File: config.mk
export PLATFORM = sky130hd
export DESIGN_NAME = uart_tx_param
export DESIGN_NICKNAME = d
export VERILOG_FILES = /design/src/rtl/uart_pkg.sv /design/src/rtl/uart_tx_fifo.sv /design/src/rtl/uart_tx_param.sv
export SDC_FILE = /design/constraint.sdc
export NUM_CORES = 1
export LEC_CHECK = 0
export ABC_AREA = 1
export BUFFER_PORTS_ARGS = -buffer_cell sky130_fd_sc_hd__buf_2
export CAP_MARGIN = 20
export CORE_UTILIZATION = 53
export CTS_CLUSTER_SIZE = 40
export DETAILED_ROUTE_END_ITERATION = 8
export GPL_ROUTABILITY_DRIVEN = 0
export PLACE_DENSITY = 0.86
export SLEW_MARGIN = 20
export SYNTH_ARGS = -nofsm -noshare
export SYNTH_HDL_FRONTEND = slang
export SYNTH_HIERARCHICAL = 1
export SYNTH_SLANG_ARGS = --single-unit
File: constraint.sdc
create_clock -name Clk -period 2.6 [get_ports Clk]
set_clock_uncertainty 0.15 [all_clocks]
set_input_delay 0.52 -clock Clk [delete_from_list [all_inputs] [get_ports Clk]]
set_output_delay 0.52 -clock Clk [all_outputs]
set_load 0.01 [all_outputs]
File: src/rtl/uart_pkg.sv
// rtl/uart_pkg.sv - shared constants, state encoding and helpers for the UART transmitter
package uart_pkg;

    localparam logic [1:0] PAR_NONE = 2'd0;
    localparam logic [1:0] PAR_EVEN = 2'd1;
    localparam logic [1:0] PAR_ODD  = 2'd2;

    localparam logic [1:0] LEN_5 = 2'd0;
    localparam logic [1:0] LEN_6 = 2'd1;
    localparam logic [1:0] LEN_7 = 2'd2;
    localparam logic [1:0] LEN_8 = 2'd3;

    localparam int DIV_MIN = 2;

    typedef enum logic [2:0] {
        ST_IDLE,
        ST_START,
        ST_DATA,
        ST_PARITY,
        ST_STOP
    } tx_state_e;

    function automatic logic [3:0] data_bits(input logic [1:0] len);
        return {2'b00, len} + 4'd5;
    endfunction

    function automatic logic [7:0] len_mask(input logic [1:0] len);
        unique case (len)
            LEN_5: return 8'h1F;
            LEN_6: return 8'h3F;
            LEN_7: return 8'h7F;
            LEN_8: return 8'hFF;
        endcase
    endfunction

    function automatic logic parity_enabled(input logic [1:0] mode);
        return (mode == PAR_EVEN) || (mode == PAR_ODD);
    endfunction

    function automatic logic frame_parity(input logic [7:0] data, input logic [1:0] len,
                                          input logic [1:0] mode);
        return (^(data & len_mask(len))) ^ (mode == PAR_ODD);
    endfunction

endpackage

File: src/rtl/uart_tx_fifo.sv
// rtl/uart_tx_fifo.sv - synchronous input queue feeding the UART transmitter
module uart_tx_fifo #(
    parameter int WIDTH = 8,
    parameter int DEPTH = 4
) (
    input  logic                       clk,
    input  logic                       resetn,
    input  logic                       push,
    input  logic [WIDTH-1:0]           wdata,
    input  logic                       pop,
    output logic [WIDTH-1:0]           rdata,
    output logic                       full,
    output logic                       empty,
    output logic [$clog2(DEPTH):0]     level
);

    localparam int AW = $clog2(DEPTH);
    localparam logic [AW:0] PTR_ONE  = (AW+1)'(1);
    localparam logic [AW:0] FULL_LVL = (AW+1)'(DEPTH);

    logic [WIDTH-1:0] mem_q [DEPTH];
    logic [AW:0]      wr_ptr_q, wr_ptr_d;
    logic [AW:0]      rd_ptr_q, rd_ptr_d;
    logic             do_push, do_pop;

    assign level   = wr_ptr_q - rd_ptr_q;
    assign full    = (level == FULL_LVL);
    assign empty   = (wr_ptr_q == rd_ptr_q);
    assign do_push = push && !full;
    assign do_pop  = pop && !empty;
    assign rdata   = mem_q[rd_ptr_q[AW-1:0]];

    always_comb begin
        wr_ptr_d = wr_ptr_q;
        rd_ptr_d = rd_ptr_q;
        if (do_push) wr_ptr_d = wr_ptr_q + PTR_ONE;
        if (do_pop)  rd_ptr_d = rd_ptr_q + PTR_ONE;
    end

    always_ff @(posedge clk) begin
        if (!resetn) begin
            wr_ptr_q <= '0;
            rd_ptr_q <= '0;
        end else begin
            wr_ptr_q <= wr_ptr_d;
            rd_ptr_q <= rd_ptr_d;
        end
    end

    always_ff @(posedge clk) begin
        if (do_push) mem_q[wr_ptr_q[AW-1:0]] <= wdata;
    end

endmodule

File: src/rtl/uart_tx_param.sv
// rtl/uart_tx_param.sv - queued UART transmitter with runtime baud, length, parity and stop config
module uart_tx_param
    import uart_pkg::*;
#(
    parameter int FIFO_DEPTH = 4,
    parameter int DIV_W      = 16,
    parameter int DATA_W     = 8
) (
    input  logic                          Clk,
    input  logic                          Reset,
    input  logic [DATA_W-1:0]             Data,
    input  logic                          Data_valid,
    output logic                          Data_ready,
    input  logic [DIV_W-1:0]              Baud_div,
    input  logic [1:0]                    Data_len,
    input  logic [1:0]                    Parity_mode,
    input  logic                          Stop_bits,
    output logic                          uart_tx,
    output logic                          Tx_done,
    output logic                          Busy,
    output logic [$clog2(FIFO_DEPTH):0]   Fifo_level
);

    localparam logic [DIV_W-1:0] DIV_ONE = DIV_W'(1);
    localparam logic [DIV_W-1:0] DIV_LO  = DIV_W'(DIV_MIN);

    tx_state_e         state_q, state_d;
    logic [DIV_W-1:0]  div_cnt_q, div_cnt_d;
    logic [DIV_W-1:0]  div_lat_q, div_lat_d;
    logic [3:0]        bit_cnt_q, bit_cnt_d;
    logic [3:0]        nbits_q, nbits_d;
    logic [DATA_W-1:0] shift_q, shift_d;
    logic              parity_q, parity_d;
    logic [1:0]        par_mode_q, par_mode_d;
    logic              two_stop_q, two_stop_d;
    logic              tx_q, tx_d;
    logic              done_q, done_d;

    logic              fifo_full, fifo_empty, fifo_pop, fifo_push;
    logic [DATA_W-1:0] fifo_head;
    logic              bit_end, start_frame;

    assign Data_ready = !fifo_full && !Reset;
    assign fifo_push  = Data_valid && Data_ready;

    uart_tx_fifo #(.WIDTH(DATA_W), .DEPTH(FIFO_DEPTH)) u_fifo (
        .clk    (Clk),
        .resetn (!Reset),
        .push   (fifo_push),
        .wdata  (Data),
        .pop    (fifo_pop),
        .rdata  (fifo_head),
        .full   (fifo_full),
        .empty  (fifo_empty),
        .level  (Fifo_level)
    );

    assign bit_end = (div_cnt_q == div_lat_q - DIV_ONE);

    always_comb begin
        state_d     = state_q;
        div_lat_d   = div_lat_q;
        bit_cnt_d   = bit_cnt_q;
        nbits_d     = nbits_q;
        shift_d     = shift_q;
        parity_d    = parity_q;
        par_mode_d  = par_mode_q;
        two_stop_d  = two_stop_q;
        tx_d        = tx_q;
        done_d      = 1'b0;
        fifo_pop    = 1'b0;
        start_frame = 1'b0;

        if (state_q == ST_IDLE || bit_end) div_cnt_d = '0;
        else                               div_cnt_d = div_cnt_q + DIV_ONE;

        unique case (state_q)
            ST_IDLE: start_frame = !fifo_empty;
            ST_START: if (bit_end) begin
                state_d   = ST_DATA;
                tx_d      = shift_q[0];
                shift_d   = shift_q >> 1;
                bit_cnt_d = 4'd1;
            end
            ST_DATA: if (bit_end) begin
                if (bit_cnt_q != nbits_q) begin
                    tx_d      = shift_q[0];
                    shift_d   = shift_q >> 1;
                    bit_cnt_d = bit_cnt_q + 4'd1;
                end else if (parity_enabled(par_mode_q)) begin
                    state_d = ST_PARITY;
                    tx_d    = parity_q;
                end else begin
                    state_d   = ST_STOP;
                    tx_d      = 1'b1;
                    bit_cnt_d = 4'd1;
                end
            end
            ST_PARITY: if (bit_end) begin
                state_d   = ST_STOP;
                tx_d      = 1'b1;
                bit_cnt_d = 4'd1;
            end
            ST_STOP: if (bit_end) begin
                if (two_stop_q && bit_cnt_q == 4'd1) begin
                    bit_cnt_d = 4'd2;
                end else begin
                    done_d      = 1'b1;
                    state_d     = ST_IDLE;
                    tx_d        = 1'b1;
                    start_frame = !fifo_empty;
                end
            end
            default: state_d = ST_IDLE;
        endcase

        // Config is captured here so mid-frame input changes only affect the next frame
        if (start_frame) begin
            fifo_pop   = 1'b1;
            state_d    = ST_START;
            tx_d       = 1'b0;
            shift_d    = fifo_head;
            div_cnt_d  = '0;
            bit_cnt_d  = '0;
            div_lat_d  = (Baud_div < DIV_LO) ? DIV_LO : Baud_div;
            nbits_d    = data_bits(Data_len);
            par_mode_d = Parity_mode;
            two_stop_d = Stop_bits;
            parity_d   = frame_parity(fifo_head[7:0], Data_len, Parity_mode);
        end
    end

    always_ff @(posedge Clk) begin
        if (Reset) begin
            state_q    <= ST_IDLE;
            div_cnt_q  <= '0;
            div_lat_q  <= '0;
            bit_cnt_q  <= '0;
            nbits_q    <= '0;
            shift_q    <= '0;
            parity_q   <= 1'b0;
            par_mode_q <= PAR_NONE;
            two_stop_q <= 1'b0;
            tx_q       <= 1'b1;
            done_q     <= 1'b0;
        end else begin
            state_q    <= state_d;
            div_cnt_q  <= div_cnt_d;
            div_lat_q  <= div_lat_d;
            bit_cnt_q  <= bit_cnt_d;
            nbits_q    <= nbits_d;
            shift_q    <= shift_d;
            parity_q   <= parity_d;
            par_mode_q <= par_mode_d;
            two_stop_q <= two_stop_d;
            tx_q       <= tx_d;
            done_q     <= done_d;
        end
    end

    assign uart_tx = tx_q;
    assign Tx_done = done_q;
    assign Busy    = (state_q != ST_IDLE) || !fifo_empty;

endmodule

==> impl_metrics.yaml <==
run_status:
  outcome: "finished with violations"
  failed_checks: "setup timing"
synthesis:
  synthSimpleGateAreaFrac: 0.323
  synth-seq-area-share: 0.419
  synth_area_leaders: "dfxtp_1, edfxtp_1, nand2_1"
  ys_seq_elements: 97
  async_flop_share: 0
  synth_top_family_by_area: "simple AND/OR/NAND/NOR gates"
  ys_warn_count: 6
  synth_compound_area_frac: 0.0821
  synth_area_leader_cell: "dfxtp_1"
  syn_area_um2: 5390
  synth_top_cell_area_share: 0.241
  netlist_instances: 709
  synthesis.nets: 757
  synth-edff-count: 32
  synth_xor_area_frac: 0.0536
  synth_fa_ha_area_frac: 0.0385
  synth.avg_cell_area_um2: 7.61
  synth_ff_type: "dfxtp_1"
  synth_mux_area_frac: 0.00186
  yosysUniqueCellTypes: 45
global_routing:
  grt_first_pass_wirelength_mm: 19.6
  grt_antenna_before_repair: 0
  grt_pass1_vias: 4298
  grt_util_all_layers: 0.245
  grt_overflow_total: 0
  grt_max_degree: 25
sta:
  setup_ws_ns: -0.0681
  finalHoldViolations: 0
  finalCritPeriodShare: 1.03
  min_period_ns: 2.67
  drv_slew: 0
  setup_violations: 2
  max_freq_mhz: 375
  slew_headroom: 0.574
  worst_pin_slew_ns: 0.633
  rsz0062_at_grt: "yes"
route:
  drt_pass1_iterations: 5
  drt_wl_total_mm: 12.8
  drt.antenna.violating_nets: 0
  via_per_inst: 5.20
  drtIter0Drc: 314
  drc: 0
  wl_per_cell_um: 13.8
  num_vias: 4801
die:
  die_h_um: 103
  die_x_um: 103
  core_area_um2: 9820
  initial_utilization: 0.549
  die_area_um2: 10600
  row_count: 36
  io_pins: 39
cts:
  tritoncts: "yes"
  postCtsHoldBufs: 0
  clock-root-buffer: "clkbuf_8"
  htree_levels: 3
  clk_pin_slew_ns: 0.11
  cts-buffers-inserted: 9
  insertion_delay_ns: 0.41
  cts_num_sinks: 97
  clockBufferDepth: 2
worst_setup_path:
  worstPathArrival_ns: 2.00
  crit_path_end_kind: "output pin"
  worstPathMaxFanout: 2
  cp-start-kind: "flop"
  crit_required_ns: 1.93
  crit_type: "reg2out"
final_layout:
  utilization: 0.661
  drive_above_1_share: 0.236
  layout.nets: 834
  area_growth_pct: 20.3
  diodes: 0
min_path:
  hp-class: "in2reg"
power:
  powerDensity_nw_per_um2: 1170
  peakVddDrop_mv: 0.696
  leakage_nw: 2.82
placed_design:
  dp_hpwl_mm: 8.74
  io_buffer_count: 38
  preCtsSetupSlack_ns: -0.0198
job:
  max-cap-violations: 0
-- synthesized netlist by cell type, types with 7 or more instances --
master,count
dfxtp_1,65
a21oi_1,20
nand2_1,183
xor2_1,20
o21ai_0,29
edfxtp_1,32
nor2_2,18
nor2_1,93
o22ai_1,9
xnor2_1,13
o21ai_2,7
inv_1,79
ha_1,15
nand3_1,57
-- power by group --
| part | total, mW | internal (mW) | switching (mW) | leakage [nW] |
|---|---|---|---|---|
| Combinational | 4.48 | 1.80 | 2.68 | 1.89 |
| Clock | 1.03 | 0.391 | 0.638 | 0.105 |
| Sequential | 2.11 | 1.86 | 0.247 | 0.821 |
| Total | 7.62 | 4.06 | 3.56 | 2.82 |
-- cells by family (layout without fill, tap and decap cells) --
family	count (synthesis)	in the layout
compound gates	76	76
fa+ha+maj	16	16
xor+xnor	33	33
simple gates	387	387
flops	97	97
mux	1	1
buf+inv	99	181
-- sequential cells by signal (all words and copies together) (netlist names), 2 cells and up, named ones only --
signal and count:
div_cnt_q 16, u_fifo/wr_ptr_q 3, div_lat_q 16, bit_cnt_q 4, nbits_q 4, shift_q 8, state_q 3, u_fifo/rd_ptr_q 3
par_mode_q 2, u_fifo/mem_q 32
-- layout by cell type (no fill, tap or decap), types with 9 or more instances in the layout --
cell / synthesis / routed
a21oi_1: 20 / 19
buf_2: 4 / 37
buf_4: 2 / 29
clkbuf_8: 0 / 9
dfxtp_1: 65 / 61
edfxtp_1: 32 / 32
ha_1: 15 / 13
inv_1: 79 / 73
nand2_1: 183 / 178
nand2_2: 5 / 9
nand3_1: 57 / 50
nand3_2: 5 / 10
nor2_1: 93 / 81
nor2_2: 18 / 21
nor2_4: 1 / 10
o21ai_0: 29 / 28
o22ai_1: 9 / 9
xnor2_1: 13 / 13
xor2_1: 20 / 20
-- critical path: stages, from the launching register on --
cell     delay [ns]
dfxtp_2        0.34
inv_2          0.07
ha_4           0.12
inv_2          0.03
fa_2           0.56
nor2_4         0.04
nand2_4        0.07
inv_4          0.04
buf_6          0.11
nor2_4         0.09
buf_6          0.11
-- area by class of cell --
type                       instances  area, um^2
inverter                          86         345
clock inverter                     7        86.3
tap                              133         166
multi-input combinational        513        2900
sequential                        97        2270
clock buffer                       9         124
fill                             807        3330
timing repair buffer              79         603
-- path summary, 6_finish.rpt --
kind | cells after the start | slack [ns] | endpoint | start
hold reg to reg | 2 | 0.32 | two_stop_q | two_stop_q
hold / removal | 3 | 0.16 | two_stop_q | Stop_bits
setup reg to reg | 18 | -0.01 | parity_q | div_lat_q[1]
setup / recovery | 10 | -0.07 | Data_ready | u_fifo/wr_ptr_q[0]
-- metrics by stage --
step / hold WS [ns] / instance area [um^2] / total power [mW] / TNS [ns] / cells
after global placement: 0.292 / 5830 / 5.54 / 0 / 887
final: 0.161 / 6490 / 7.62 / -0.0742 / 924
after detailed placement: 0.305 / 5830 / 5.63 / -0.158 / 887
after global routing: 0.163 / 6490 / 8.19 / -2.75 / 924
after floorplan: 0.269 / 5410 / 4.86 / -0.166 / 709
after CTS: 0.148 / 6130 / 6.78 / -0.0745 / 907
-- layer usage --
metal / up-vias / GRT usage / routed length, um
met5: - / 0 / 0
met4: 0 / 0.0986 / 393
met3: 37 / 0.0590 / 792
met2: 167 / 0.408 / 6080
met1: 2177 / 0.307 / 5510
li1: 2420 / - / -
-- what timing repair did --
action                                  CTS  global route
setup buffers                             4            14
endpoints found under the setup margin   20            94
pin swaps                                 6            20
hold endpoints to repair                  0             0
resized for setup                        18            46
cloned                                    0             3
No activity file was read; power rests on OpenSTA's default activity.
